File: config.mk
export PLATFORM = sky130hd
export DESIGN_NAME = pipe_hazard_ctrl_flat
export DESIGN_NICKNAME = d
export VERILOG_FILES = /design/src/rtl/pipe_hazard_ctrl_pkg.sv /design/src/rtl/pipe_hazard_ctrl_if.sv /design/src/rtl/pipe_hazard_ctrl_md_busy_tracker.sv /design/src/rtl/pipe_hazard_ctrl.sv /design/src/flat_wrapper.sv
export SDC_FILE = /design/constraint.sdc
export NUM_CORES = 1
export LEC_CHECK = 0
export ABC_CLOCK_PERIOD_IN_PS = 4000
export CAP_MARGIN = 20
export CORE_MARGIN = 5
export CORE_UTILIZATION = 37
export CTS_CLUSTER_DIAMETER = 80
export CTS_CLUSTER_SIZE = 20
export DETAILED_ROUTE_END_ITERATION = 6
export GPL_ROUTABILITY_DRIVEN = 0
export PLACE_DENSITY = 0.86
export SYNTH_ARGS = -nofsm -noshare
export SYNTH_HDL_FRONTEND = slang
export SYNTH_SLANG_ARGS = --single-unit
export TNS_END_PERCENT = 30
File: constraint.sdc
create_clock -name clk -period 4 [get_ports clk]
set_clock_uncertainty 0.15 [all_clocks]
set_input_delay 0.6 -clock clk [delete_from_list [all_inputs] [get_ports clk]]
set_output_delay 0.6 -clock clk [all_outputs]
set_load 0.01 [all_outputs]
File: src/rtl/pipe_hazard_ctrl_pkg.sv
// Shared encodings, defaults and the register-hazard helper for pipe_hazard_ctrl.
package pipe_hazard_ctrl_pkg;

  localparam logic [1:0] TUSE_NONE   = 2'd3;
  localparam logic [1:0] TNEW_ALU_E  = 2'd1;
  localparam logic [1:0] TNEW_LOAD_E = 2'd2;
  localparam logic [1:0] TNEW_LOAD_M = 2'd1;

  localparam int unsigned MULT_CYC_DEF = 5;
  localparam int unsigned DIV_CYC_DEF  = 10;
  localparam int unsigned MD_CNT_W     = 4;

  typedef logic [MD_CNT_W-1:0] md_cnt_t;

  // A producer only blocks the reader if its result lands after the reader needs it.
  function automatic logic reg_hazard(input logic [4:0] src, input logic [1:0] tuse,
                                      input logic [4:0] wa, input logic [1:0] tnew);
    return (src == wa) && (wa != 5'd0) && (tnew > tuse);
  endfunction

endpackage

File: src/rtl/pipe_hazard_ctrl_if.sv
// Datapath-side bundle of stage timing fields and pipeline-register controls.
interface pipe_hazard_ctrl_if;
  logic [4:0]  D_rs;
  logic [4:0]  D_rt;
  logic [1:0]  D_rs_tuse;
  logic [1:0]  D_rt_tuse;
  logic        D_md_use;
  logic [4:0]  E_wa;
  logic [4:0]  M_wa;
  logic [1:0]  E_tnew;
  logic [1:0]  M_tnew;
  logic        E_md_start;
  logic        E_md_div;
  logic        stall;
  logic        PC_WrEn;
  logic        FD_WrEn;
  logic        DE_flush;
  logic        DE_WrEn;
  logic        EM_WrEn;
  logic        EM_flush;
  logic        md_busy;
  logic [31:0] stall_cnt;

  modport master (
    output D_rs, D_rt, D_rs_tuse, D_rt_tuse, D_md_use, E_wa, M_wa, E_tnew, M_tnew,
           E_md_start, E_md_div,
    input  stall, PC_WrEn, FD_WrEn, DE_flush, DE_WrEn, EM_WrEn, EM_flush, md_busy, stall_cnt
  );

  modport slave (
    input  D_rs, D_rt, D_rs_tuse, D_rt_tuse, D_md_use, E_wa, M_wa, E_tnew, M_tnew,
           E_md_start, E_md_div,
    output stall, PC_WrEn, FD_WrEn, DE_flush, DE_WrEn, EM_WrEn, EM_flush, md_busy, stall_cnt
  );
endinterface

File: src/rtl/pipe_hazard_ctrl_md_busy_tracker.sv
// Occupancy counter for the multi-cycle multiply/divide unit.
module pipe_hazard_ctrl_md_busy_tracker
  import pipe_hazard_ctrl_pkg::*;
#(
  parameter int unsigned MULT_CYC = MULT_CYC_DEF,
  parameter int unsigned DIV_CYC  = DIV_CYC_DEF
) (
  input  logic clk,
  input  logic reset,
  input  logic i_md_start,
  input  logic i_md_div,
  output logic o_md_busy
);

  md_cnt_t r_md_cnt;
  md_cnt_t w_md_cnt_d;

  always_comb begin
    w_md_cnt_d = r_md_cnt;
    if (i_md_start) begin
      w_md_cnt_d = i_md_div ? md_cnt_t'(DIV_CYC) : md_cnt_t'(MULT_CYC);
    end else if (r_md_cnt != '0) begin
      w_md_cnt_d = r_md_cnt - md_cnt_t'(1);
    end
  end

  always_ff @(posedge clk or posedge reset) begin
    if (reset) begin
      r_md_cnt <= '0;
    end else begin
      r_md_cnt <= w_md_cnt_d;
    end
  end

  assign o_md_busy = i_md_start | (r_md_cnt != '0);

endmodule

File: src/rtl/pipe_hazard_ctrl.sv
// Stall/flush controller: Tuse/Tnew RAW hazards plus mult/div occupancy.
// Optional stall-cycle counter enabled by defining STALL_CNT_EN.
module pipe_hazard_ctrl
  import pipe_hazard_ctrl_pkg::*;
#(
  parameter int unsigned MULT_CYC = MULT_CYC_DEF,
  parameter int unsigned DIV_CYC  = DIV_CYC_DEF
) (
  input logic              clk,
  input logic              reset,
  pipe_hazard_ctrl_if.slave io_hz
);

  logic w_rs_hazard;
  logic w_rt_hazard;
  logic w_md_busy;
  logic w_stall;

  pipe_hazard_ctrl_md_busy_tracker #(
    .MULT_CYC (MULT_CYC),
    .DIV_CYC  (DIV_CYC)
  ) u_md_busy_tracker (
    .clk        (clk),
    .reset      (reset),
    .i_md_start (io_hz.E_md_start),
    .i_md_div   (io_hz.E_md_div),
    .o_md_busy  (w_md_busy)
  );

  assign w_rs_hazard =
      reg_hazard(io_hz.D_rs, io_hz.D_rs_tuse, io_hz.E_wa, io_hz.E_tnew) |
      reg_hazard(io_hz.D_rs, io_hz.D_rs_tuse, io_hz.M_wa, io_hz.M_tnew);
  assign w_rt_hazard =
      reg_hazard(io_hz.D_rt, io_hz.D_rt_tuse, io_hz.E_wa, io_hz.E_tnew) |
      reg_hazard(io_hz.D_rt, io_hz.D_rt_tuse, io_hz.M_wa, io_hz.M_tnew);

  assign w_stall = w_rs_hazard | w_rt_hazard | (io_hz.D_md_use & w_md_busy);

  assign io_hz.stall    = w_stall;
  assign io_hz.PC_WrEn  = ~w_stall;
  assign io_hz.FD_WrEn  = ~w_stall;
  assign io_hz.DE_flush = w_stall;
  assign io_hz.DE_WrEn  = 1'b1;
  assign io_hz.EM_WrEn  = 1'b1;
  assign io_hz.EM_flush = 1'b0;
  assign io_hz.md_busy  = w_md_busy;

`ifdef STALL_CNT_EN
  logic [31:0] r_stall_cnt;

  always_ff @(posedge clk or posedge reset) begin
    if (reset) begin
      r_stall_cnt <= '0;
    end else if (w_stall && (r_stall_cnt != 32'hFFFF_FFFF)) begin
      r_stall_cnt <= r_stall_cnt + 32'd1;
    end
  end

  assign io_hz.stall_cnt = r_stall_cnt;
`else
  assign io_hz.stall_cnt = 32'd0;
`endif

endmodule

File: src/flat_wrapper.sv
// flat-port wrapper written by rule: the top's interface ports become plain ports
module pipe_hazard_ctrl_flat import pipe_hazard_ctrl_pkg::*;
#(
  parameter int unsigned MULT_CYC = MULT_CYC_DEF,
  parameter int unsigned DIV_CYC  = DIV_CYC_DEF
)
  (clk, reset, io_hz_D_rs, io_hz_D_rt, io_hz_D_rs_tuse, io_hz_D_rt_tuse, io_hz_D_md_use, io_hz_E_wa, io_hz_M_wa, io_hz_E_tnew, io_hz_M_tnew, io_hz_E_md_start, io_hz_E_md_div, io_hz_stall, io_hz_PC_WrEn, io_hz_FD_WrEn, io_hz_DE_flush, io_hz_DE_WrEn, io_hz_EM_WrEn, io_hz_EM_flush, io_hz_md_busy, io_hz_stall_cnt);
  pipe_hazard_ctrl_if io_hz_i ();
  input logic clk;
  input logic reset;
  input wire logic [$bits(io_hz_i.D_rs)-1:0] io_hz_D_rs;
  input wire logic [$bits(io_hz_i.D_rt)-1:0] io_hz_D_rt;
  input wire logic [$bits(io_hz_i.D_rs_tuse)-1:0] io_hz_D_rs_tuse;
  input wire logic [$bits(io_hz_i.D_rt_tuse)-1:0] io_hz_D_rt_tuse;
  input wire logic [$bits(io_hz_i.D_md_use)-1:0] io_hz_D_md_use;
  input wire logic [$bits(io_hz_i.E_wa)-1:0] io_hz_E_wa;
  input wire logic [$bits(io_hz_i.M_wa)-1:0] io_hz_M_wa;
  input wire logic [$bits(io_hz_i.E_tnew)-1:0] io_hz_E_tnew;
  input wire logic [$bits(io_hz_i.M_tnew)-1:0] io_hz_M_tnew;
  input wire logic [$bits(io_hz_i.E_md_start)-1:0] io_hz_E_md_start;
  input wire logic [$bits(io_hz_i.E_md_div)-1:0] io_hz_E_md_div;
  output wire logic [$bits(io_hz_i.stall)-1:0] io_hz_stall;
  output wire logic [$bits(io_hz_i.PC_WrEn)-1:0] io_hz_PC_WrEn;
  output wire logic [$bits(io_hz_i.FD_WrEn)-1:0] io_hz_FD_WrEn;
  output wire logic [$bits(io_hz_i.DE_flush)-1:0] io_hz_DE_flush;
  output wire logic [$bits(io_hz_i.DE_WrEn)-1:0] io_hz_DE_WrEn;
  output wire logic [$bits(io_hz_i.EM_WrEn)-1:0] io_hz_EM_WrEn;
  output wire logic [$bits(io_hz_i.EM_flush)-1:0] io_hz_EM_flush;
  output wire logic [$bits(io_hz_i.md_busy)-1:0] io_hz_md_busy;
  output wire logic [$bits(io_hz_i.stall_cnt)-1:0] io_hz_stall_cnt;
  assign io_hz_i.D_rs = io_hz_D_rs;
  assign io_hz_i.D_rt = io_hz_D_rt;
  assign io_hz_i.D_rs_tuse = io_hz_D_rs_tuse;
  assign io_hz_i.D_rt_tuse = io_hz_D_rt_tuse;
  assign io_hz_i.D_md_use = io_hz_D_md_use;
  assign io_hz_i.E_wa = io_hz_E_wa;
  assign io_hz_i.M_wa = io_hz_M_wa;
  assign io_hz_i.E_tnew = io_hz_E_tnew;
  assign io_hz_i.M_tnew = io_hz_M_tnew;
  assign io_hz_i.E_md_start = io_hz_E_md_start;
  assign io_hz_i.E_md_div = io_hz_E_md_div;
  assign io_hz_stall = io_hz_i.stall;
  assign io_hz_PC_WrEn = io_hz_i.PC_WrEn;
  assign io_hz_FD_WrEn = io_hz_i.FD_WrEn;
  assign io_hz_DE_flush = io_hz_i.DE_flush;
  assign io_hz_DE_WrEn = io_hz_i.DE_WrEn;
  assign io_hz_EM_WrEn = io_hz_i.EM_WrEn;
  assign io_hz_EM_flush = io_hz_i.EM_flush;
  assign io_hz_md_busy = io_hz_i.md_busy;
  assign io_hz_stall_cnt = io_hz_i.stall_cnt;
  pipe_hazard_ctrl #(.MULT_CYC(MULT_CYC), .DIV_CYC(DIV_CYC)) u_core (.clk(clk), .reset(reset), .io_hz(io_hz_i));
endmodule
Yosys cells after proc, flatten, opt, wreduce, memory -nomap -nowiden

Index checks and enable logic that the tools add are counted.

Equality and inequality tests: 4
Add/sub/neg operators: 1
$lt $le $gt $ge: 4
Reduce and logical (&&, ||, !) cells: 12
Bitwise operators: 7
Mux-type cells: 3

Operators with widths:

| operator              | count |
|---|---|
| $eq A5 B5 Y1          | 4 |
| $mux W4               | 3 |
| $reduce_bool A5 Y1    | 2 |
| $gt A2 B2 Y1          | 4 |
| $logic_and A1 B1 Y1   | 8 |
| $or A1 B1 Y1          | 5 |
| $reduce_bool A4 Y1    | 1 |
| $sub A4 B1 Y4 const B | 1 |
| $reduce_bool A2 Y1    | 1 |
| $and A1 B1 Y1         | 1 |
| $not A1 Y1            | 1 |

Flip-flop bits (word level): 4
Word-level logic and storage cells: 32

Depth between registers and ports, before layout

Depth after elaboration: 7
Gate-level depth with buffers: 8

Cells and area by module

From an unflattened synthesis, not the netlist that was laid out.

Cell total of the unflattened synthesis: 120
Area, all modules: 967.2 um^2

By module, submodules not included:

| module                           | cells each | times used | sequential area each (um^2) | area each (um^2) |
|---|---|---|---|---|
| pipe_hazard_ctrl                 | 97         | 1          | 0.0                         | 724.4 |
| pipe_hazard_ctrl_md_busy_tracker | 23         | 1          | 100.1                       | 242.7 |

Least setup slack after synthesis

Ideal clock, no wire load.

Kind: input to output
Start: in io_hz_D_rt_tuse[1]
End: out io_hz_PC_WrEn
Path slack: 1432 ps
Required time: 3250 ps
Stages: 8
Arrival time: 1818 ps
Cell sequence: inv_1 ha_1 nand2_1 nand4_1 nor4_1 o22ai_1 and3_1 buf_4

Cells in the longest elaborated chain, start to end: 6
Elaborated cells between the ends (all ways): 8

RTL lines:

| item                        | line                       | text |
|---|---|---|
| from (decl)                 | flat_wrapper.sv:14         | `input wire logic [$bits(io_hz_i.D_rt_tuse)-1:0] io_hz_D_rt_tuse;` |
| $gt A2 B2 Y1                | pipe_hazard_ctrl_pkg.sv:18 | `return (src == wa) && (wa != 5'd0) && (tnew > tuse);` |
| $logic_and A1 B1 Y1         | pipe_hazard_ctrl_pkg.sv:18 |  |
| $or A1 B1 Y1 *              | pipe_hazard_ctrl.sv:34     | `reg_hazard(io_hz.D_rt, io_hz.D_rt_tuse, io_hz.E_wa, io_hz.E_tnew) \|` |
| $or A1 B1 Y1 * (2 in a row) | pipe_hazard_ctrl.sv:37     | `assign w_stall = w_rs_hazard \| w_rt_hazard \| (io_hz.D_md_use & w_md_busy);` |
| $not A1 Y1 *                | n/a                        |  |
| to (decl)                   | flat_wrapper.sv:23         | `output wire logic [$bits(io_hz_i.PC_WrEn)-1:0] io_hz_PC_WrEn;` |

Mark *: on every way between the ends. The rest lies on a longest branch, timed or not.

Worst setup path after layout

Start: in io_hz_D_rt_tuse[1]
End: out io_hz_PC_WrEn

Cells in the longest elaborated chain, start to end: 6
Elaborated cells between the ends (all ways): 8

RTL lines:

| item                        | line                       | text |
|---|---|---|
| $gt A2 B2 Y1                | pipe_hazard_ctrl_pkg.sv:18 |  |
| $logic_and A1 B1 Y1         | pipe_hazard_ctrl_pkg.sv:18 |  |
| $or A1 B1 Y1 *              | pipe_hazard_ctrl.sv:34     |  |
| $or A1 B1 Y1 * (2 in a row) | pipe_hazard_ctrl.sv:37     |  |
| $not A1 Y1 *                | pipe_hazard_ctrl.sv:40     | `assign io_hz.PC_WrEn = ~w_stall;` |

Marks and branches as above.

==> results.sh <==
export IMPL_outcome="finished clean"
export IMPL_worst_path_max_fanout=2
export IMPL_rows=18
export IMPL_yosys_top_cells_area="buf_4 (29%), xnor2_1 (14%), ha_1 (13%)"
export IMPL_n_fill_cell=250
export IMPL_synth_mux_area_fraction_pct=0
export IMPL_period_minus_slack_ns=3.490
export IMPL_cts_tree="built"
export IMPL_synth_most_common_cell="buf_4"
export IMPL_drc_errors=0
export IMPL_rsz0062_at_grt="no"
export IMPL_crit_top_cell="clkdlybuf4s50_1"
export IMPL_holdPathStages=1
export IMPL_fin_ws_ns=0.5097
export IMPL_area_growth_syn_to_layout_pct=27.57
export IMPL_cp_arrival_ns=2.74
export IMPL_r2r_cells=5
export IMPL_yosysTopAreaCell="buf_4"
export IMPL_seqPwrFrac_pct=25.5
export IMPL_p_comb_share_pct=58.6
export IMPL_netlist_area_um2=962.2
export IMPL_multiInputGateArea_um2=655.6
export IMPL_pre_cts_slack_ns=0.5085
export IMPL_initial_core_util_pct=38.84
export IMPL_cts_sinks=4
export IMPL_critPathLaunch="io_hz_D_rt_tuse[1]"
export IMPL_cts_htree_levels=1
export IMPL_slowest_delay_ns=0.53
export IMPL_ys_seq_area_share_pct=10.40
export IMPL_reg2reg_from="u_core.u_md_busy_tracker.r_md_cnt[0]"
export IMPL_cap_violations=0
export IMPL_post_cts_buffers=0
export IMPL_startpoint_type="primary input"
export IMPL_p_clk_share_pct=15.9
export IMPL_grt_ovfl_total=0
export IMPL_antenna_found_initial=0
export IMPL_port_buffers=37
export IMPL_required_ns=3.25
export IMPL_grt_max_degree=7
export IMPL_synth_warnings=0
export IMPL_die_w_um=61.00
export IMPL_slowest_stage="clkdlybuf4s50_1"
export IMPL_synth_top_area_share_pct=28.87
export IMPL_synthCells=121
export IMPL_coreArea_um2=2477
export IMPL_ios=73
export IMPL_vias=792
export IMPL_yosys_register_bits=4
export IMPL_async_reset_ff_share_pct=100.0
export IMPL_p_int_mw=0.1841
export IMPL_hold_violations=0
export IMPL_regMostFlops="u_core.u_md_busy_tracker.r_md_cnt"
export IMPL_cts_buffer_depth=2
export IMPL_layout_drive_gt1_share_pct=3.846
export IMPL_criticalPathCategory="in -> out"
export IMPL_swShare_pct=37.65
export IMPL_avgSynthCellArea_um2=7.952
export IMPL_diodes=0
export IMPL_synth_edf_count=0
export IMPL_nets=201
export IMPL_cellLeakagePower_nw=0.5653
export IMPL_hold_path_class="reg -> reg"
export IMPL_wl_per_cell_um=11.73
export IMPL_numCtsBuffers=3
export IMPL_peakVddDrop_mv=0.1839
export IMPL_clkSlewWorstSetupHoldPaths_ns=0.03
export IMPL_cp_end_kind="output port"
export IMPL_die_area_um2=3720
export IMPL_synth_fa_ha_area_share_pct=13.00
export IMPL_synth_compound_area_share_pct=8.973
export IMPL_yosysUniqueCellTypes=25
export IMPL_reg_largest_list="u_core.u_md_busy_tracker.r_md_cnt (4)"
export IMPL_hp_start="u_core.u_md_busy_tracker.r_md_cnt[0]"
export IMPL_post_route_period_util_pct=87.26
export IMPL_setup_viol=0
export IMPL_root_buffer="clkbuf_4"
export IMPL_seqCellArea_um2=100.1
export IMPL_vias_per_cell=4.258
export IMPL_synth_common_cells="buf_4 (37), xnor2_1 (15), inv_1 (11)"
export IMPL_grtUsageTotal_pct=11.70
export IMPL_cp_cell_sequence="clkdlybuf4s50_1 > inv_1 > ha_1 > nor2b_1 > o21ai_0 > a2111oi_2 > o22ai_1 > and3_1 > clkdlybuf4s50_1"
export IMPL_yosys_area_share_xor_xnor_pct=20.03
export IMPL_synth_top_family_by_area="buffers and inverters"
export IMPL_finalWirelength_um=2181
export IMPL_switchingPower_mw=0.1112
export IMPL_cts_resized=0
export IMPL_ys_flop_type="dfrtp_1"
export IMPL_clock_fmax_mhz=286.5
export IMPL_dpl_hpwl_um=2047
export IMPL_die_y_um=61.00
export IMPL_tns_ns=0
export IMPL_ant_nets=0
export IMPL_slew_viol_final=0
export IMPL_power_density_nw_per_um2=240.6
export IMPL_first_pass_iters=4
export IMPL_grt_pass1_wl_um=3263
export IMPL_synthSimpleGateAreaFrac_pct=12.48
export IMPL_drtIter0Drc=12
export IMPL_ctsHoldBuffers=0
export IMPL_grt_pass1_vias=821
export IMPL_clock_latency_ns=0.23
export IMPL_largest_register_ffs=4
-- worst max-delay path, delay by kind of cell --
kind | cells | cell delay, ns
simple gates | 2 | 0.33
compound gates | 3 | 0.48
buf+inv | 3 | 1.03
fa+ha+maj | 1 | 0.30
-- power groups by stage --
stage	Clock, mW	Combinational, mW	Sequential [mW]
global placement	0	0.170	0.0747
CTS	0.0501	0.175	0.0752
floorplan	0	0.137	0.0720
finish	0.0470	0.173	0.0753
global route	0.0527	0.196	0.0782
detailed placement	0	0.174	0.0758
-- metrics by stage --
| step | std cells | cell area (µm²) | hold slack, ns | util, % | power, mW |
|---|---|---|---|---|---|
| after detailed placement | 183 | 1205 | 0.3549 | 48.64 | 0.2498 |
| after CTS | 186 | 1227 | 0.3593 | 49.55 | 0.2999 |
| after global routing | 186 | 1227 | 0.3921 | 49.55 | 0.3269 |
| final | 186 | 1227 | 0.3547 | 49.55 | 0.2953 |
| after floorplan | 154 | 1086 | 0.2161 | - | 0.2090 |
| after global placement | 183 | 1205 | 0.3497 | 48.64 | 0.2442 |
-- area by class of cell --
cell class / instances / share of cell area, %
inverters: 11 / 3.364
well taps: 30 / 3.058
flip-flops and latches: 4 / 8.155
multi-input cells: 101 / 53.41
clock buffers: 3 / 1.835
repair buffers: 37 / 30.17
-- kinds of logic (layout without fill, tap and decap cells) --
| family | count (synthesis) | in the layout |
|---|---|---|
| and+or+nand+nor | 21 | 21 |
| buffers and inverters | 49 | 51 |
| AOI/OAI and AO/OA | 13 | 13 |
| adders and majority gates | 10 | 10 |
| DFF | 4 | 4 |
| xor gates and xnor gates | 22 | 22 |
| other | 2 | 35 |
-- metal layers --
metal,part of all wire (%),track usage [%],vias up
li1,-,-,398
met1,30,10.63,353
met2,58,23.97,37
met3,10,2.340,4
met4,1.9,5.573,0
met5,0,0,-
-- placed cells by master (no fill, tap or decap), types with 2 or more instances in the layout --
| master | count |
|---|---|
| nor4_1 | 3 |
| a21oi_1 | 5 |
| conb_1 | 35 |
| nand2_1 | 7 |
| clkdlybuf4s50_1 | 37 |
| xor2_1 | 7 |
| inv_1 | 11 |
| xnor2_1 | 15 |
| o22ai_1 | 2 |
| or4_1 | 2 |
| clkbuf_4 | 3 |
| ha_1 | 10 |
| nand3_1 | 2 |
| dfrtp_1 | 4 |
| nand4_1 | 3 |
-- final timing paths --
path	end	slack, ns
setup / recovery	io_hz_PC_WrEn	0.51
hold / removal	u_core.u_md_busy_tracker.r_md_cnt[0]	0.35
setup reg to reg	u_core.u_md_busy_tracker.r_md_cnt[1]	2.41
hold reg to reg	u_core.u_md_busy_tracker.r_md_cnt[0]	0.35
max in group asynchronous	u_core.u_md_busy_tracker.r_md_cnt[2]	3.15
min in group asynchronous	u_core.u_md_busy_tracker.r_md_cnt[3]	0.40
(Power assumes the default switching activity.)
